File: src/rtl/feedback_pkt_gen.sv
// Feedback-packet builder: streams SRC, BATT, QVAL, CLUS, DEST words over a
// valid/ready port, fetching the table-backed fields from shared data memory.
module feedback_pkt_gen #(
    parameter int         WORD_WIDTH = 16,
    parameter int         ADDR_WIDTH = 16,
    parameter int         BATT_BASE  = 'h148,
    parameter int         QVAL_BASE  = 'h1C8,
    parameter int         NEIGH_BASE = 'h48,
    parameter int         STRIDE     = 2,
    parameter int         MEM_LAT    = 1,
    parameter logic [4:0] FIELD_MASK = 5'b11111
) (
    input  logic                  clock,
    input  logic                  nreset,
    input  logic                  start,
    input  logic [WORD_WIDTH-1:0] node_id,
    input  logic [WORD_WIDTH-1:0] cluster_id,
    input  logic [WORD_WIDTH-1:0] besthop,
    input  logic [WORD_WIDTH-1:0] action,
    output logic [ADDR_WIDTH-1:0] mem_addr,
    output logic                  mem_rd,
    input  logic [WORD_WIDTH-1:0] mem_rdata,
    output logic [WORD_WIDTH-1:0] out_data,
    output logic                  out_valid,
    input  logic                  out_ready,
    output logic [2:0]            out_idx,
    output logic                  out_last,
    output logic                  busy,
    output logic                  done
);

    typedef enum logic [1:0] {IDLE, OUT, REQ, WAIT} state_t;

    localparam logic [2:0] F_SRC  = 3'd0;
    localparam logic [2:0] F_BATT = 3'd1;
    localparam logic [2:0] F_QVAL = 3'd2;
    localparam logic [2:0] F_CLUS = 3'd3;
    localparam logic [2:0] F_DEST = 3'd4;
    localparam logic [2:0] F_NONE = 3'd5;

    state_t                state_q;
    logic [2:0]            field_q;
    logic [1:0]            wait_q;
    logic [WORD_WIDTH-1:0] node_q, cluster_q, besthop_q, action_q;
    logic [ADDR_WIDTH-1:0] mem_addr_q;
    logic                  mem_rd_q;
    logic [WORD_WIDTH-1:0] out_data_q;
    logic                  out_valid_q;
    logic [2:0]            out_idx_q;
    logic                  out_last_q;
    logic                  done_q;

    logic                  advance;
    logic [2:0]            field_d;
    logic                  last_d;
    logic [ADDR_WIDTH-1:0] addr_d;
    logic [WORD_WIDTH-1:0] node_sel, cluster_sel, besthop_sel, action_sel;

    // Lowest enabled field at or above 'from'; F_NONE when nothing is left.
    function automatic logic [2:0] first_field(input logic [2:0] from);
        logic [2:0] f;
        f = F_NONE;
        for (int i = 4; i >= 0; i--)
            if (FIELD_MASK[i] && (3'(i) >= from)) f = 3'(i);
        return f;
    endfunction

    function automatic logic is_last(input logic [2:0] f);
        logic last;
        last = 1'b1;
        for (int i = 0; i < 5; i++)
            if (FIELD_MASK[i] && (3'(i) > f)) last = 1'b0;
        return last;
    endfunction

    function automatic logic [ADDR_WIDTH-1:0] table_addr(input int base,
                                                         input logic [WORD_WIDTH-1:0] index);
        return ADDR_WIDTH'(base) + ADDR_WIDTH'(index) * ADDR_WIDTH'(STRIDE);
    endfunction

    // In IDLE the inputs are being latched this very cycle, so use them directly.
    always_comb begin
        node_sel    = (state_q == IDLE) ? node_id    : node_q;
        cluster_sel = (state_q == IDLE) ? cluster_id : cluster_q;
        besthop_sel = (state_q == IDLE) ? besthop    : besthop_q;
        action_sel  = (state_q == IDLE) ? action     : action_q;
        advance     = ((state_q == IDLE) && start) || ((state_q == OUT) && out_ready);
        field_d     = (state_q == IDLE) ? first_field(F_SRC) : first_field(field_q + 3'd1);
        last_d      = is_last(field_d);
        case (field_d)
            F_BATT:  addr_d = table_addr(BATT_BASE, node_sel);
            F_QVAL:  addr_d = table_addr(QVAL_BASE, besthop_sel);
            F_DEST:  addr_d = table_addr(NEIGH_BASE, action_sel);
            default: addr_d = mem_addr_q;
        endcase
    end

    // NOTE: asynchronous reset sits in the sensitivity list; every register,
    // including the latched inputs, returns to a known value.
    always_ff @(posedge clock or negedge nreset) begin
        if (!nreset) begin
            state_q     <= IDLE;
            field_q     <= '0;
            wait_q      <= '0;
            node_q      <= '0;
            cluster_q   <= '0;
            besthop_q   <= '0;
            action_q    <= '0;
            mem_addr_q  <= '0;
            mem_rd_q    <= 1'b0;
            out_data_q  <= '0;
            out_valid_q <= 1'b0;
            out_idx_q   <= '0;
            out_last_q  <= 1'b0;
            done_q      <= 1'b0;
        end else begin
            mem_rd_q <= 1'b0;
            done_q   <= 1'b0;
            case (state_q)
                IDLE: if (start) begin
                    node_q    <= node_id;
                    cluster_q <= cluster_id;
                    besthop_q <= besthop;
                    action_q  <= action;
                end
                REQ: begin
                    state_q <= WAIT;
                    wait_q  <= '0;
                end
                WAIT: if (wait_q == 2'(MEM_LAT - 1)) begin
                    out_data_q  <= mem_rdata;
                    out_valid_q <= 1'b1;
                    state_q     <= OUT;
                end else begin
                    wait_q <= wait_q + 2'd1;
                end
                OUT: if (out_ready) out_valid_q <= 1'b0;
                default: state_q <= IDLE;
            endcase
            // NOTE: these non-blocking writes come after the case on purpose; the
            // last assignment in the block wins, so entering a field overrides
            // the defaults set above.
            if (advance) begin
                if (field_d == F_NONE) begin
                    state_q <= IDLE;
                    done_q  <= 1'b1;
                end else begin
                    field_q    <= field_d;
                    out_idx_q  <= field_d;
                    out_last_q <= last_d;
                    if (field_d == F_SRC || field_d == F_CLUS) begin
                        state_q     <= OUT;
                        out_valid_q <= 1'b1;
                        out_data_q  <= (field_d == F_SRC) ? node_sel : cluster_sel;
                    end else begin
                        state_q    <= REQ;
                        mem_rd_q   <= 1'b1;
                        mem_addr_q <= addr_d;
                    end
                end
            end
        end
    end

    assign mem_addr  = mem_addr_q;
    assign mem_rd    = mem_rd_q;
    assign out_data  = out_data_q;
    assign out_valid = out_valid_q;
    assign out_idx   = out_idx_q;
    assign out_last  = out_last_q;
    assign busy      = (state_q != IDLE);
    assign done      = done_q;

endmodule
File: config.mk
export PLATFORM = sky130hd
export DESIGN_NAME = feedback_pkt_gen
export DESIGN_NICKNAME = d
export VERILOG_FILES = /design/src/rtl/feedback_pkt_gen.sv
export SDC_FILE = /design/constraint.sdc
export NUM_CORES = 1
export LEC_CHECK = 0
export BUFFER_PORTS_ARGS = -buffer_cell sky130_fd_sc_hd__buf_2
export CAP_MARGIN = 25
export CORE_ASPECT_RATIO = 0.6
export CORE_MARGIN = 1.5
export CORE_UTILIZATION = 52
export CTS_BUF_LIST = sky130_fd_sc_hd__clkbuf_4 sky130_fd_sc_hd__clkbuf_8
export CTS_CLUSTER_DIAMETER = 80
export DETAILED_ROUTE_END_ITERATION = 10
export GPL_ROUTABILITY_DRIVEN = 0
export PLACE_DENSITY = 0.86
export SETUP_SLACK_MARGIN = 0.3
export SKIP_LAST_GASP = 1
export SYNTH_ARGS = -nofsm -noshare
export SYNTH_HDL_FRONTEND = slang
export SYNTH_SLANG_ARGS = --single-unit
File: constraint.sdc
create_clock -name clock -period 2.93 [get_ports clock]
set_input_delay 0.4395 -clock clock [delete_from_list [all_inputs] [get_ports clock]]
set_output_delay 0.4395 -clock clock [all_outputs]
set_load 0.05 [all_outputs]
# After elaboration in Yosys (flattened, before gate mapping)

Index checks and enable logic that the tools add are counted.

Bitwise gates (word level): 2
Reductions and logical operators: 16
Muxes and demuxes: 40
Shift operators: 0
$add $sub $neg: 5
Equality and inequality tests: 10
$mul: 0
Divide/modulo/power cells: 0
Order comparisons: 10

Operator list:

| cell                                                         | count |
|---|---|
| two-way mux 16 bit                                           | 8 |
| one-hot mux 16 bit (3 select lines)                          | 1 |
| adder 9 x 16 -> 16 bit, first input constant                 | 2 |
| two-way mux 15 bit                                           | 2 |
| adder 7 x 16 -> 16 bit, first input constant                 | 1 |
| two-way mux 1 bit                                            | 16 |
| two-way mux 3 bit                                            | 5 |
| two-way mux 2 bit                                            | 5 |
| one-hot mux 2 bit (2 select lines)                           | 2 |
| AND reduction 2 bit                                          | 4 |
| equality test 3 x 2 -> 1 bit, second input constant          | 2 |
| equality test 3 bit, second input constant                   | 2 |
| >= comparator 1 x 3 -> 1 bit, first input constant           | 2 |
| >= comparator 2 x 3 -> 1 bit, first input constant           | 2 |
| greater-than comparator 1 x 3 -> 1 bit, first input constant | 2 |
| greater-than comparator 2 x 3 -> 1 bit, first input constant | 2 |
| nonzero test 3 bit                                           | 2 |
| equality test 2 bit, second input constant                   | 2 |
| logical NOT 2 bit                                            | 2 |
| AND reduction 4 bit                                          | 1 |
| nonzero test 2 bit                                           | 2 |
| adder 3 x 1 -> 3 bit, second input constant                  | 1 |
| equality test 3 x 1 -> 1 bit, second input constant          | 1 |
| >= comparator 3 bit, first input constant                    | 1 |
| other kinds (10)                                             | 13 |

Memories kept: 0
Register bits: 105
Bits in latches: 0
Memory bits (read-only): 0
Bits in writable memories: 0
Output and inout port bits: 40

# Longest topological paths before layout

Depth after elaboration: 14
Gate-level depth with buffers: 14
Gate-level depth less buffers: 11

# Worst setup path after synthesis

OpenSTA, ideal clock, no wires.

Kind: register -> register
Start: reg state_q[1]
End: reg mem_addr_q[15] (netlist: mem_addr[15])
Period minus slack after synthesis: 2.910 ns
Arrival time: 2.786 ns
Buffers on the path: 4
Library setup time: 0.125 ns
Data required time: 2.805 ns
Slack: 0.020 ns
Cell stages (with the launch flop): 15
Cell sequence: dfrtp_1 > nor2_2 > buf_6 > buf_4 > buf_4 > buf_1 > nand2_1 > nand2_1 > ha_1 > a21oi_1 > a21oi_1 > nand3_1 > xnor2_1 > a221oi_2 > a21oi_2

Word-level cells in the longest chain between the ends: 6
Elaborated cells between the ends (all ways): 24
Those cells by class: add/sub: 3; eq/ne: 6; mux: 5; bitwise: 2; reduce/logical: 8

Ends and longest elaborated chain:

| what                                                                           | RTL line | RTL |
|---|---|---|
| start, declared                                                                | 41       | `state_t state_q;` |
| start signal, assigned                                                         | 102      | `state_q <= IDLE;` |
| start signal, assigned                                                         | 127      | `state_q <= WAIT;` |
| start signal, assigned                                                         | 133      | `state_q <= OUT;` |
| parallel branches: the longest is 6 deep, another holds adder 7 x 16 -> 16 bit | -        |  |
| end signal, assigned                                                           | 158      | `mem_addr_q <= addr_d;` |
| end, declared                                                                  | 45       | `logic [ADDR_WIDTH-1:0] mem_addr_q;` |

Several ways; the timed one is not identified.
A chain may end at the register's enable or synchronous reset.

==> run summary <==
area occupied by multi-input gates: 3280 um2
Pins Over Slew Limit: 0
Worst Skew: 0.0133 ns
peak supply drop: 619 uV
Synth Cell Area: 6060 um2
CTS H-tree depth: 3
# fillers: 922
Storage cell area: 2610 um2
period utilization: 87.8%
Core Area: 11,300 um2
Port Buffers: 120
sequential fraction of the synthesis area: 42.9%
dominant synthesized flop cell: dfrtp_1
ratio of cells with drive above 1 in the final layout: 38.2%
DR iter-0 viols: 463
first-pass GRT wire length: 25,600 um
synthesis-to-finish area growth: 17.8%
largest net degree at the start of global routing: 105
measured slew at the worst slew-check pin: 0.644 ns
Initial DRT Pass Iterations: 8
PD cells: 1320 nW/um2
Hold Path Class: in -> async
CTS tree: yes
initial antenna violation count: 1
status: finished, final reports clean
die area: 12,300 um2
Worst-path clk slew: 0.11 ns
CP Capture Type: register
Site Rows: 30
number of vias per cell: 6.03
Layout Nets: 780
normalized max-slew margin: 56.9%
Fmax achieved: 0.389 GHz
WP data required: 3.23 ns
CP startpoint: out_idx[1]
Slowest cell on crit path: dfrtp_1
Yosys reg bits: 104
max_cap viols: 0
Post-DRT Antenna Nets: 0
total track usage: 26.7%
CTS root buffer: clkbuf_8
Post-Syn Instances: 572
async set or reset register ratio after synthesis: 100%
clk buf depth: 2
critical path, cell by cell: ha_1 > xnor2_2 > nor3_1 > o21ai_0 > a31oi_1 > a21oi_1 > a31oi_1
CTS Buf Count: 9
Lkg Pwr: 3.16 nW
DRC: 0
kind of critical path: reg -> reg
hpwl dp: 11,800 um
Die X: 142 um
total negative slack: 0 ns
RSZ-0062 raised after global routing: true
Post-synth EDFFs: 0
Starting Density: 53.5%
synth unique cells: 65
Synth Net Count: 663
Hold Buf Count CTS: 0
Period minus WS final: 2.57 ns
critical path arrival: 2.87 ns
antenna diode count: 0
Total Wirelength: 16,100 um
slowest stage delay, CP: 0.56 ns
setup violators final: 0
I/O pins: 124
clock latency on the worst-skew pair: 0.39 ns
vias in the first global route: 5,075
Vias: 5,146
drt wl/cell: 18.9 um
TritonCTS Sinks: 104
yosys warns: 0
fin area: 7140 um2
Die H: 86.6 um
endpoints failing hold: 0
Syn Area/Cell: 10.6 um2
GR Overflow Total: 0
Crit path top cell by count: a31oi_1
Placed Area: 6800 um2
worst reg2reg path startpoint: out_idx[1]
Setup crit start kind: register
CP max FO: 11
## Yosys cell counts (3+ instances only)
| cell | count | area, um2 |
|---|---|---|
| a211oi_1 | 3 | 22.5 |
| a31oi_1 | 6 | 37.5 |
| buf_4 | 5 | 37.5 |
| a221oi_1 | 6 | 52.6 |
| a21oi_1 | 44 | 220 |
| o31ai_1 | 3 | 22.5 |
| clkbuf_1 | 7 | 26.3 |
| nor3_1 | 10 | 50.1 |
| xor2_1 | 9 | 78.8 |
| mux2i_1 | 31 | 310 |
| nand4bb_1 | 9 | 101 |
| o21ai_0 | 18 | 90.1 |
| nand3_1 | 11 | 55.1 |
| o211ai_2 | 3 | 37.5 |
| and3_1 | 5 | 31.3 |
| mux2_2 | 73 | 822 |
| xnor2_1 | 17 | 149 |
| nand2_1 | 43 | 161 |
| nand2b_1 | 4 | 25.0 |
| dfrtp_1 | 104 | 2600 |
| inv_1 | 6 | 22.5 |
| buf_6 | 6 | 67.6 |
| nor2_1 | 48 | 180 |
| ha_1 | 7 | 87.6 |
| a22oi_1 | 4 | 30.0 |
| o211ai_1 | 9 | 67.6 |
| or3_1 | 3 | 18.8 |
| buf_2 | 14 | 70.1 |
| o21ai_1 | 8 | 40.0 |
| a22oi_2 | 3 | 37.5 |
| o21a_1 | 6 | 45.0 |
## worst max-delay path: cells and delay by family (launching register included)
| family | cells | cell delay [ns] |
|---|---|---|
| XOR/XNOR | 1 | 0.21 |
| adder cells (fa/ha/maj) | 1 | 0.39 |
| flip-flops | 1 | 0.56 |
| AND/OR/NAND/NOR | 1 | 0.52 |
| AO/OA/AOI/OAI | 4 | 0.80 |
## sequential cells by signal, summed over array words and instances, names as in the netlist
signal,flops
action_q,15
besthop_q,15
cluster_q,16
done,1
mem_addr,15
mem_rd,1
node_q,16
out_data,16
out_idx,3
out_last,1
out_valid,1
state_q,2
wait_q,2
## cell usage in the layout (no fill, tap or decap), drive strengths merged, types with 3 or more instances in the layout
master / count
xnor2: 17
nor3b: 3
mux2: 75
mux2i: 31
nand3: 12
nand4bb: 9
and3: 5
xor2: 9
nand2: 43
clkbuf: 10
a21o: 3
dfrtp: 104
a211oi: 3
o21a: 6
nand2b: 4
a31oi: 7
o211ai: 12
a221oi: 8
buf: 140
o21ai: 27
nor3: 10
bufinv: 3
or3: 3
nor2: 49
ha: 7
a21oi: 45
o311ai: 3
a22oi: 7
inv: 9
o31ai: 5
## final cells by class
class	instances	area share (%)
inverter	8	0.491
clock inverter	6	1.61
tap	160	2.80
sequential	104	36.5
multi-input combinational	426	46.0
timing repair buffer	140	10.7
clock buffer	10	1.93
## worst paths after layout
| path | endpoint | slack, ns | cells past startpoint |
|---|---|---|---|
| hold / removal | out_idx[2] | 0.09 | 2 |
| hold reg to reg | node_q[3] | 0.51 | 1 |
| setup / recovery | mem_addr[9] | 0.36 | 7 |
| max in group asynchronous | state_q[1] | 2.34 | 2 |
| min in group clock | besthop_q[14] | 0.28 | 2 |
| setup reg to reg | mem_addr[9] | 0.36 | 7 |
## through the flow
stage	hold WS (ns)	total power, mW	setup WS (ns)	util, %	std cells
4_1_cts	0.144	9.31	0.327	62.4	853
3_5_place_dp	0.491	8.14	0.297	60.0	836
3_3_place_gp	0.477	7.88	0.405	60.0	836
6_report	0.0889	9.42	0.358	63.0	854
5_1_grt	0.171	9.98	0.258	63.0	854
2_1_floorplan	0.144	6.88	0.325	-	572
## timing repair
action / CTS / global route
endpoints found under the hold margin: 0 / 0
pin swaps: 1 / 2
buffers inserted: 1 / 1
endpoints found under the setup margin: 4 / 15
resized for setup: 2 / 13
## cells by family after synthesis
logic type,Yosys count,synth area share [%]
buffers and inverters,42,4.13
AOI/OAI and AO/OA,140,16.6
other,1,0.0619
DFF,104,42.9
xor gates and xnor gates,26,3.76
adders and majority gates,7,1.44
and+or+nand+nor,146,11.9
muxes,106,19.2
## per-layer routing
metal / share of wire [%] / track usage, %
met5: 0 / 0
met4: 1.4 / 6.28
met3: 11 / 8.73
met2: 45 / 42.0
met1: 43 / 36.1
## where the power goes
part | total [mW] | internal, mW | switching, mW
sequential | 2.71 | 2.15 | 0.565
clock | 1.12 | 0.595 | 0.527
combinational | 5.58 | 2.14 | 3.44
(Power assumes the default switching activity.)
